<file path="config.mk">
export PLATFORM = sky130hd
export DESIGN_NAME = gpu_mem_arbiter_flat
export DESIGN_NICKNAME = d
export VERILOG_FILES = /design/src/rtl/gpu_mem_pkg.sv /design/src/rtl/gpu_mem_arbiter_if.sv /design/src/rtl/gpu_burst_counter.sv /design/src/rtl/gpu_mem_arbiter.sv /design/src/flat_wrapper.sv
export SDC_FILE = /design/constraint.sdc
export NUM_CORES = 1
export LEC_CHECK = 0
export BUFFER_PORTS_ARGS = -buffer_cell sky130_fd_sc_hd__buf_2
export CELL_PAD_IN_SITES_DETAIL_PLACEMENT = 1
export CELL_PAD_IN_SITES_GLOBAL_PLACEMENT = 1
export CORE_MARGIN = 3
export CORE_UTILIZATION = 30
export DETAILED_ROUTE_END_ITERATION = 16
export PLACE_DENSITY_LB_ADDON = 0.1
export SYNTH_ARGS = -nofsm -noshare
export SYNTH_HDL_FRONTEND = slang
export SYNTH_SLANG_ARGS = --single-unit
</file>
<file path="constraint.sdc">
create_clock -name clock -period 3.1 [get_ports clock]
set_clock_uncertainty 0.05 [all_clocks]
set_input_delay 0.465 -clock clock [delete_from_list [all_inputs] [get_ports clock]]
set_output_delay 0.465 -clock clock [all_outputs]
set_load 0.01 [all_outputs]
</file>
<file path="src/rtl/gpu_mem_pkg.sv">
// gpu_mem_pkg
// Shared types and constants for the GPU frame-memory port-A arbiter.
//   arb_state_t   : arbiter FSM state encoding (also exported for debug)
//   GPU_ADDR_W    : word address width of the GPU frame memory
//   GPU_DATA_W    : data word width
//   GPU_BURST_LEN : default number of words per display burst
package gpu_mem_pkg;

    localparam int GPU_ADDR_W    = 14;
    localparam int GPU_DATA_W    = 32;
    localparam int GPU_BURST_LEN = 16;

    typedef enum logic [2:0] {
        ST_IDLE      = 3'd0,
        ST_CPU_ISSUE = 3'd1,
        ST_CPU_DONE  = 3'd2,
        ST_BURST     = 3'd3,
        ST_DRAIN     = 3'd4
    } arb_state_t;

    // Counter width needed to index BURST_LEN words (at least one bit).
    function automatic int burst_cnt_w(input int len);
        return (len > 1) ? $clog2(len) : 1;
    endfunction

endpackage

</file>
<file path="src/rtl/gpu_mem_arbiter_if.sv">
// gpu_mem_arbiter_if
// Bundles the three buses around the port-A arbiter:
//   CPU bridge  : cpu_req/cpu_we/cpu_addr/cpu_wdata in, cpu_ack/cpu_rdata out
//   Display     : disp_req/disp_addr in, disp_ack/disp_valid/disp_data/disp_last out
//   Memory      : mem_address/mem_data/mem_wren out, mem_q in (1-cycle latency)
// Handshake semantics: a requester raises *_req and holds it (with its
// address/data stable) until it sees the matching one-cycle *_ack pulse; the
// arbiter never acks a request it has not sampled, and a request still high
// in the ack cycle is not taken as a new request.
// Modports: slave = arbiter side, master = requesters + memory side.
interface gpu_mem_arbiter_if
    import gpu_mem_pkg::*;
#(
    parameter int ADDR_W = GPU_ADDR_W,
    parameter int DATA_W = GPU_DATA_W
);
    logic              cpu_req;
    logic              cpu_we;
    logic [ADDR_W-1:0] cpu_addr;
    logic [DATA_W-1:0] cpu_wdata;
    logic              cpu_ack;
    logic [DATA_W-1:0] cpu_rdata;

    logic              disp_req;
    logic [ADDR_W-1:0] disp_addr;
    logic              disp_ack;
    logic              disp_valid;
    logic [DATA_W-1:0] disp_data;
    logic              disp_last;

    logic [ADDR_W-1:0] mem_address;
    logic [DATA_W-1:0] mem_data;
    logic              mem_wren;
    logic [DATA_W-1:0] mem_q;

    modport slave (
        input  cpu_req, cpu_we, cpu_addr, cpu_wdata,
        output cpu_ack, cpu_rdata,
        input  disp_req, disp_addr,
        output disp_ack, disp_valid, disp_data, disp_last,
        output mem_address, mem_data, mem_wren,
        input  mem_q
    );

    modport master (
        output cpu_req, cpu_we, cpu_addr, cpu_wdata,
        input  cpu_ack, cpu_rdata,
        output disp_req, disp_addr,
        input  disp_ack, disp_valid, disp_data, disp_last,
        input  mem_address, mem_data, mem_wren,
        output mem_q
    );

endinterface

</file>
<file path="src/rtl/gpu_burst_counter.sv">
// gpu_burst_counter
// Address generator for display bursts.
//   clock, aclr : rising-edge clock, asynchronous active-high reset
//   load        : latch base_in as burst base and restart the word counter
//   base_in     : burst base address
//   advance     : one word issued this cycle, step the counter
//   address     : base + counter, wrapping modulo 2^ADDR_W
//   last        : the word being issued now is the final word of the burst
module gpu_burst_counter
    import gpu_mem_pkg::*;
#(
    parameter int ADDR_W    = GPU_ADDR_W,
    parameter int BURST_LEN = GPU_BURST_LEN
) (
    input  logic              clock,
    input  logic              aclr,
    input  logic              load,
    input  logic [ADDR_W-1:0] base_in,
    input  logic              advance,
    output logic [ADDR_W-1:0] address,
    output logic              last
);

    localparam int CW = burst_cnt_w(BURST_LEN);

    logic [ADDR_W-1:0] base;
    logic [CW-1:0]     count;

    always_ff @(posedge clock or posedge aclr) begin
        if (aclr) begin
            base  <= '0;
            count <= '0;
        end else if (load) begin
            base  <= base_in;
            count <= '0;
        end else if (advance) begin
            count <= count + 1'b1;
        end
    end

    // Plain modular add: crossing the top of memory wraps silently to 0.
    assign address = base + ADDR_W'(count);
    assign last    = (count == CW'(BURST_LEN - 1));

endmodule

</file>
<file path="src/rtl/gpu_mem_arbiter.sv">
// gpu_mem_arbiter
// Shares port A of the GPU frame memory between the CPU bus bridge
// (single-word read/write) and the display scanout fetcher (read bursts of
// BURST_LEN words).
//   clock, aclr : rising-edge clock, asynchronous active-high reset
//   bus         : slave view of gpu_mem_arbiter_if (CPU, display, memory)
//   dbg_state   : current FSM state, for observation only
module gpu_mem_arbiter
    import gpu_mem_pkg::*;
#(
    parameter int ADDR_W    = GPU_ADDR_W,
    parameter int DATA_W    = GPU_DATA_W,
    parameter int BURST_LEN = GPU_BURST_LEN
) (
    input  logic                clock,
    input  logic                aclr,
    gpu_mem_arbiter_if.slave    bus,
    output arb_state_t          dbg_state
);

    arb_state_t        state;
    logic              cpu_owed;
    logic [ADDR_W-1:0] cpu_addr_q;
    logic              cpu_we_q;
    logic [DATA_W-1:0] cpu_wdata_q;
    logic              cpu_ack_q;
    logic [DATA_W-1:0] cpu_rdata_q;
    logic              disp_ack_q;
    logic              disp_valid_q;
    logic              disp_last_q;

    logic              cpu_req_eff;
    logic              grant_cpu;
    logic              grant_disp;
    logic              in_burst;
    logic [ADDR_W-1:0] burst_addr;
    logic              burst_last;

    logic [ADDR_W-1:0] mem_address_c;
    logic [DATA_W-1:0] mem_data_c;
    logic              mem_wren_c;

    // A request still high in its own ack cycle is the old request.
    assign cpu_req_eff = bus.cpu_req & ~cpu_ack_q;
    assign in_burst    = (state == ST_BURST);

    // Owed CPU first, then display, then CPU: the CPU waits at most one
    // burst and the display waits at most one CPU access.
    always_comb begin
        grant_cpu  = 1'b0;
        grant_disp = 1'b0;
        if (state == ST_IDLE) begin
            if (cpu_owed && cpu_req_eff) begin
                grant_cpu = 1'b1;
            end else if (bus.disp_req) begin
                grant_disp = 1'b1;
            end else if (cpu_req_eff) begin
                grant_cpu = 1'b1;
            end
        end
    end

    gpu_burst_counter #(
        .ADDR_W    (ADDR_W),
        .BURST_LEN (BURST_LEN)
    ) u_burst_counter (
        .clock   (clock),
        .aclr    (aclr),
        .load    (grant_disp),
        .base_in (bus.disp_addr),
        .advance (in_burst),
        .address (burst_addr),
        .last    (burst_last)
    );

    always_ff @(posedge clock or posedge aclr) begin
        if (aclr) begin
            state        <= ST_IDLE;
            cpu_owed     <= 1'b0;
            cpu_addr_q   <= '0;
            cpu_we_q     <= 1'b0;
            cpu_wdata_q  <= '0;
            cpu_ack_q    <= 1'b0;
            cpu_rdata_q  <= '0;
            disp_ack_q   <= 1'b0;
            disp_valid_q <= 1'b0;
            disp_last_q  <= 1'b0;
        end else begin
            cpu_ack_q    <= 1'b0;
            disp_ack_q   <= 1'b0;
            // Read data returns one cycle after its address was issued.
            disp_valid_q <= in_burst;
            disp_last_q  <= in_burst && burst_last;
            if ((state == ST_BURST || state == ST_DRAIN) && bus.cpu_req) begin
                cpu_owed <= 1'b1;
            end
            case (state)
                ST_IDLE: begin
                    if (grant_cpu) begin
                        cpu_addr_q  <= bus.cpu_addr;
                        cpu_we_q    <= bus.cpu_we;
                        cpu_wdata_q <= bus.cpu_wdata;
                        cpu_owed    <= 1'b0;
                        state       <= ST_CPU_ISSUE;
                    end else if (grant_disp) begin
                        disp_ack_q <= 1'b1;
                        state      <= ST_BURST;
                    end
                end
                ST_CPU_ISSUE: state <= ST_CPU_DONE;
                ST_CPU_DONE: begin
                    if (!cpu_we_q) begin
                        cpu_rdata_q <= bus.mem_q;
                    end
                    cpu_ack_q <= 1'b1;
                    state     <= ST_IDLE;
                end
                ST_BURST: begin
                    if (burst_last) begin
                        state <= ST_DRAIN;
                    end
                end
                ST_DRAIN: state <= ST_IDLE;
                default:  state <= ST_IDLE;
            endcase
        end
    end

    // Memory side is a pure decode of registered state, so reset clears
    // mem_wren immediately and aborts an in-flight write.
    always_comb begin
        mem_address_c = '0;
        mem_data_c    = '0;
        mem_wren_c    = 1'b0;
        case (state)
            ST_CPU_ISSUE: begin
                mem_address_c = cpu_addr_q;
                mem_data_c    = cpu_wdata_q;
                mem_wren_c    = cpu_we_q;
            end
            ST_BURST: mem_address_c = burst_addr;
            default: ;
        endcase
    end

    assign bus.mem_address = mem_address_c;
    assign bus.mem_data    = mem_data_c;
    assign bus.mem_wren    = mem_wren_c;

    assign bus.cpu_ack    = cpu_ack_q;
    assign bus.cpu_rdata  = cpu_rdata_q;
    assign bus.disp_ack   = disp_ack_q;
    assign bus.disp_valid = disp_valid_q;
    assign bus.disp_data  = disp_valid_q ? bus.mem_q : '0;
    assign bus.disp_last  = disp_last_q;

    assign dbg_state = state;

endmodule

</file>
<file path="src/flat_wrapper.sv">
// flat-port wrapper written by rule: the top's interface ports become plain ports
module gpu_mem_arbiter_flat import gpu_mem_pkg::*;
#(
    parameter int ADDR_W    = GPU_ADDR_W,
    parameter int DATA_W    = GPU_DATA_W,
    parameter int BURST_LEN = GPU_BURST_LEN
)
  (clock, aclr, dbg_state, bus_cpu_req, bus_cpu_we, bus_cpu_addr, bus_cpu_wdata, bus_cpu_ack, bus_cpu_rdata, bus_disp_req, bus_disp_addr, bus_disp_ack, bus_disp_valid, bus_disp_data, bus_disp_last, bus_mem_address, bus_mem_data, bus_mem_wren, bus_mem_q);
  gpu_mem_arbiter_if #(.ADDR_W(ADDR_W), .DATA_W(DATA_W)) bus_i ();
  input  logic clock;
  input  logic aclr;
  output arb_state_t dbg_state;
  input wire logic [$bits(bus_i.cpu_req)-1:0] bus_cpu_req;
  input wire logic [$bits(bus_i.cpu_we)-1:0] bus_cpu_we;
  input wire logic [$bits(bus_i.cpu_addr)-1:0] bus_cpu_addr;
  input wire logic [$bits(bus_i.cpu_wdata)-1:0] bus_cpu_wdata;
  output wire logic [$bits(bus_i.cpu_ack)-1:0] bus_cpu_ack;
  output wire logic [$bits(bus_i.cpu_rdata)-1:0] bus_cpu_rdata;
  input wire logic [$bits(bus_i.disp_req)-1:0] bus_disp_req;
  input wire logic [$bits(bus_i.disp_addr)-1:0] bus_disp_addr;
  output wire logic [$bits(bus_i.disp_ack)-1:0] bus_disp_ack;
  output wire logic [$bits(bus_i.disp_valid)-1:0] bus_disp_valid;
  output wire logic [$bits(bus_i.disp_data)-1:0] bus_disp_data;
  output wire logic [$bits(bus_i.disp_last)-1:0] bus_disp_last;
  output wire logic [$bits(bus_i.mem_address)-1:0] bus_mem_address;
  output wire logic [$bits(bus_i.mem_data)-1:0] bus_mem_data;
  output wire logic [$bits(bus_i.mem_wren)-1:0] bus_mem_wren;
  input wire logic [$bits(bus_i.mem_q)-1:0] bus_mem_q;
  assign bus_i.cpu_req = bus_cpu_req;
  assign bus_i.cpu_we = bus_cpu_we;
  assign bus_i.cpu_addr = bus_cpu_addr;
  assign bus_i.cpu_wdata = bus_cpu_wdata;
  assign bus_cpu_ack = bus_i.cpu_ack;
  assign bus_cpu_rdata = bus_i.cpu_rdata;
  assign bus_i.disp_req = bus_disp_req;
  assign bus_i.disp_addr = bus_disp_addr;
  assign bus_disp_ack = bus_i.disp_ack;
  assign bus_disp_valid = bus_i.disp_valid;
  assign bus_disp_data = bus_i.disp_data;
  assign bus_disp_last = bus_i.disp_last;
  assign bus_mem_address = bus_i.mem_address;
  assign bus_mem_data = bus_i.mem_data;
  assign bus_mem_wren = bus_i.mem_wren;
  assign bus_i.mem_q = bus_mem_q;
  gpu_mem_arbiter #(.ADDR_W(ADDR_W), .DATA_W(DATA_W), .BURST_LEN(BURST_LEN)) u_core (.clock(clock), .aclr(aclr), .bus(bus_i), .dbg_state(dbg_state));
endmodule
</file>
[After elaboration in Yosys (flattened, before gate mapping)]
Index checks and enable logic that the tools add are counted.
Storage, ports and cells
  output and inout port bits: 118
  logic and storage cells: 57
  register bits after elaboration: 105
Cells by class
  bitwise operators: 3
  equality and inequality tests: 7
  add/subtract/negate cells: 2
  multiplexer cells: 24
  reduce and logical (&&, ||, !) cells: 9
Operator list (count)
  $mux 32: 2
  $pmux 14 s2: 1
  $mux 1: 15
  $add 14x4->14: 1
  $mux 3: 3
  $pmux 3 s3: 1
  $mux 4: 2
  $eq 3x2->1 const B: 2
  $reduce_and 2->1: 3
  $add 4x1->4 const B: 1
  $eq 4x4->1 const B: 1
  $eq 3x1->1 const B: 1
  $eq 3x3->1 const B: 1
  $logic_and 1x1->1: 3
  $logic_not 3->1: 1
  $ne 3x1->1 const B: 1
  $ne 2x2->1 const B: 1
  $not 1->1: 2
  $reduce_bool 2->1: 1
  $and 1x1->1: 1
  $logic_or 1x1->1: 1

[Depth between registers and ports, before layout]
  depth in word-level cells: 8
  mapped depth: 7

[Modules after synthesis]
Synthesis repeated with hierarchy kept, for this count alone.
Unflattened totals
  cell total of the unflattened synthesis: 388
  area total of the unflattened synthesis: 5262.5 µm²
By module, submodules not included
  gpu_mem_arbiter: times used 1, cells each 294, area an instance 4212.8 µm²
  gpu_burst_counter: times used 1, cells each 94, area an instance 1049.8 µm²

[Worst setup path before layout]
OpenSTA, ideal clock, no wires.
  kind: reg2out
  start point: register u_core.u_burst_counter.count[0]
  end point: output bus_mem_address[12]
  arrival time: 2.003 ns
  stages on the path, launching flop included: 8
  setup slack: 0.582 ns
  cell sequence: dfrtp_1 -> ha_1 -> fa_1 -> a21o_1 -> a21oi_1 -> nor4_1 -> xnor2_1 -> o21ai_0
Between the ends
  cells in the longest elaborated chain, start to end: 2
RTL lines
  start: declaration: line gpu_burst_counter.sv:27  | logic [CW-1:0] count;
  start signal: assignment: line gpu_burst_counter.sv:37  | count <= count + 1'b1;
  $add 14x4->14: line gpu_burst_counter.sv:42  | assign address = base + ADDR_W'(count);
  $pmux 14 s2: line gpu_mem_arbiter.sv:135  | case (state)
  end: declaration: line flat_wrapper.sv:25  | output wire logic [$bits(bus_i.mem_address)-1:0] bus_mem_address;
No other way between the ends.

[Worst setup path after layout]
  start point: register u_core.u_burst_counter.count[0]
  end point: output bus_mem_address[4]
Same word-level chain as after synthesis.

==> run_results.csv <==
group,metric,value,unit
place,hpwl,10100,µm
sta,rsz0062_at_grt,"no",
synth,synth_xor_area_share,2.67,%
sta,hold_viol,0,
power,ir_worst_vdd,0.000299,V
floorplanning,core-area,0.0159,mm²
synth,synth-adder-area-share,1.68,%
synth,ys_seq_elements,105,
routing,drt_pass1_iterations,4,
global_routing,grt_pass1_wl,21200,µm
clock_network,htreeDepth,3,
sta,max_freq,344,MHz
hold_path,hold_path_class,"in2reg",
sta,finalCritPeriodShare,93.8,%
floorplanning,fp.dieH,134,µm
power,p_int,4.39,mW
power,powerDensity,1010,mW/mm²
setup_path,crit_arrival,2.39,ns
routing,drt_wl_total,13500,µm
clock_network,cts_buffer_depth,2,
routing,ant_nets,0,
synth,ys_seq_area_share,53.4,%
clock_network,insertion_delay,0.34,ns
run_status,status,"completed",
clock_network,cts_tree,"yes",
global_routing,first_global_vias,4002,
finish,drive_above_1_share,54.9,%
synth,synth_top_family_by_area,"multiplexers",
routing,drt-vias-per-instance,4.48,
setup_path,endpoint_kind,"output pin",
floorplanning,die_x,134,µm
sta,final_max_slew_viol_count,0,
clock_network,cts_buffers,9,
run,cap_violations,0,
global_routing,overflow,0,
finish,final_util,41.4,%
setup_path,crit_fanout,5,
finish,mostFrequentLayoutCells,"214 x buf_2, 105 x dfrtp_1, 82 x mux2_2",
synth,avgSynthCellArea,12.5,µm²
power,combPwrFrac,41.8,%
power,p_leak,3.33,nW
sta,setup_viol,0,
routing,vias,3711,
global_routing,antenna_found_initial,1,
global_routing,grt_use_total,15.0,%
power,p_seq_share,37.5,%
finish,synthToLayoutAreaGrowth,34.3,%
clock_network,path_clk_slew,0.07,ns
floorplanning,io_pins,215,
sta,hold_ws,0.294,ns
place,portBuffers,214,
setup_path,required,2.58,ns
sta,relSlewSlack,51.2,%
synth,yosysWarnings,0,
synth,netlist_area,0.00492,mm²
sta,worstMarginPinSlew,0.732,ns
clock_network,clockRootBuffer,"clkbuf_16",
synth,synthesis.nets,497,
power,sw_frac_of_total,34.2,%
routing,drc,0,
place,placed_cell_area,0.00622,mm²
power,p_switching,2.29,mW
synth,synth-compound-area-share,3.05,%
global_routing,grt_max_degree,69,
setup_path,cp-start-kind,"register",
synth,yosys.area_share.simple,14.2,%
setup_path,critPathKind,"reg2out",
synth,yosysUniqueCellTypes,37,
floorplanning,initial_core_util,30.8,%
synth,syn_inst,394,
power,total_power,6.68,mW
finish,stdcell_area,0.00660,mm²
finish,fillCellCount,1813,
routing,wire_per_inst,16.3,µm
sta,tns,0,ns
finish,nets,710,
finish,n_antenna_cell,0,
synth,synthMuxAreaShare,22.1,%
sta,finalCriticalPeriod,2.91,ns
finish,final_common_cell,"buf_2",
power,clkPwrFrac,20.6,%
place,gp_congestion,0.716,
floorplanning,core.rowCount,46,
routing,drt-initial-drc-count,98,
clock_network,cts.sinks,105,
floorplanning,dieArea,0.0180,mm²
## through the flow
| stage | setup slack, ns | std cells |
|---|---|---|
| 2_1_floorplan | 0.582 | 394 |
| 3_3_place_gp | 0.360 | 810 |
| 3_5_place_dp | 0.316 | 810 |
| 4_1_cts | 0.0871 | 827 |
| 5_1_grt | 0.00440 | 828 |
| 6_report | 0.192 | 828 |
## final timing paths
kind,start,to,slack (ns),depth (start not counted)
worst min register to register,u_core.cpu_wdata_q[31],u_core.cpu_wdata_q[31],0.45,1
worst max register to register,u_core.dbg_state[0],u_core.u_burst_counter.base[13],1.06,3
worst min-delay path,bus_disp_addr[4],u_core.u_burst_counter.base[4],0.29,2
min in group asynchronous,aclr,u_core.cpu_wdata_q[0],0.51,3
max in group asynchronous,aclr,u_core.cpu_wdata_q[13],1.83,4
worst max-delay path,u_core.u_burst_counter.count[0],bus_mem_address[4],0.19,8
## cells by family (layout without fill, tap and decap cells)
logic type               count (synthesis)  after routing
buffers and inverters                   26            244
XOR/XNOR                                15             15
adder cells (fa/ha/maj)                  6              6
multiplexers                            93             93
AO/OA/AOI/OAI                           25             25
AND/OR/NAND/NOR                        124            124
flip-flops                             105            105
## cells in the mapped netlist
cell	n	area, µm²
a21o_1	2	15.0
a21o_2	1	8.76
a21oi_1	4	20.0
a22o_1	2	17.5
a2bb2oi_1	1	8.76
a311o_1	1	10.0
and2_1	67	419
and3_1	1	6.26
buf_12	1	20.0
buf_2	7	35.0
buf_4	1	7.51
buf_6	2	22.5
clkbuf_1	10	37.5
clkinv_1	1	3.75
dfrtp_1	105	2630
fa_1	1	20.0
ha_1	5	62.6
inv_1	4	15.0
mux2_1	1	11.3
mux2_2	82	923
mux2_4	10	150
nand2_1	24	90.1
nand2b_1	2	12.5
nand3_1	6	30.0
nand4_1	4	25.0
nand4b_1	1	8.76
nor2_1	10	37.5
nor2b_1	1	6.26
nor2b_4	1	13.8
nor3_1	3	15.0
nor3_2	1	10.0
nor3b_1	1	7.51
nor4_1	1	6.26
o21ai_0	14	70.1
or4_4	1	11.3
xnor2_1	6	52.6
xor2_1	9	78.8
## sequential cells by signal, summed over array words and instances, names as in the netlist, 3 cells and up
register,count
u_core.bus.cpu_rdata,32
u_core.dbg_state,3
u_core.cpu_wdata_q,32
u_core.u_burst_counter.count,4
u_core.cpu_addr_q,14
u_core.u_burst_counter.base,14
## timing repair
| action | CTS | global route |
|---|---|---|
| hold buffers | 1 | 0 |
| endpoints found under the setup margin | 4 | 4 |
| endpoints found under the hold margin | 1 | 0 |
| resized for setup | 1 | 1 |
| gates cloned | 0 | 0 |
| pin swaps | 0 | 1 |
| setup buffers | 0 | 1 |
## metal layers
layer | vias up | global-route usage [%] | part of all wire (%)
met5 | - | 0 | 0.052
met2 | 137 | 25.7 | 48
met1 | 1804 | 18.0 | 42
met3 | 10 | 5.29 | 8.6
li1 | 1758 | - | -
met4 | 2 | 3.73 | 0.88
## power groups by stage
stage                     clock network [mW]  logic [mW]  registers [mW]
after floorplan                            0        1.83            2.49
after global placement                     0        2.79            2.51
after detailed placement                   0        2.85            2.55
after CTS                               1.43        2.86            2.52
after global routing                    1.49        3.09            2.62
final                                   1.38        2.79            2.51
## worst max-delay path, stage by stage (launching register included)
cell and delay [ns]:
dfrtp_1 0.43, ha_1 0.23, fa_1 0.43, a21o_1 0.23, a21oi_4 0.20, buf_4 0.15, xor2_1 0.05, o21ai_0 0.18
buf_2 0.17
## area by class of cell
class	instances	area [µm²]	share of cell area, %
clock buffers	10	229	3.47
clock inverters	6	130	1.97
inverters	5	22.5	0.341
multi-input cells	263	2170	32.9
flip-flops and latches	105	2630	39.8
well taps	216	270	4.09
repair buffers	223	1150	17.5
No activity file was read; power rests on OpenSTA's default activity.
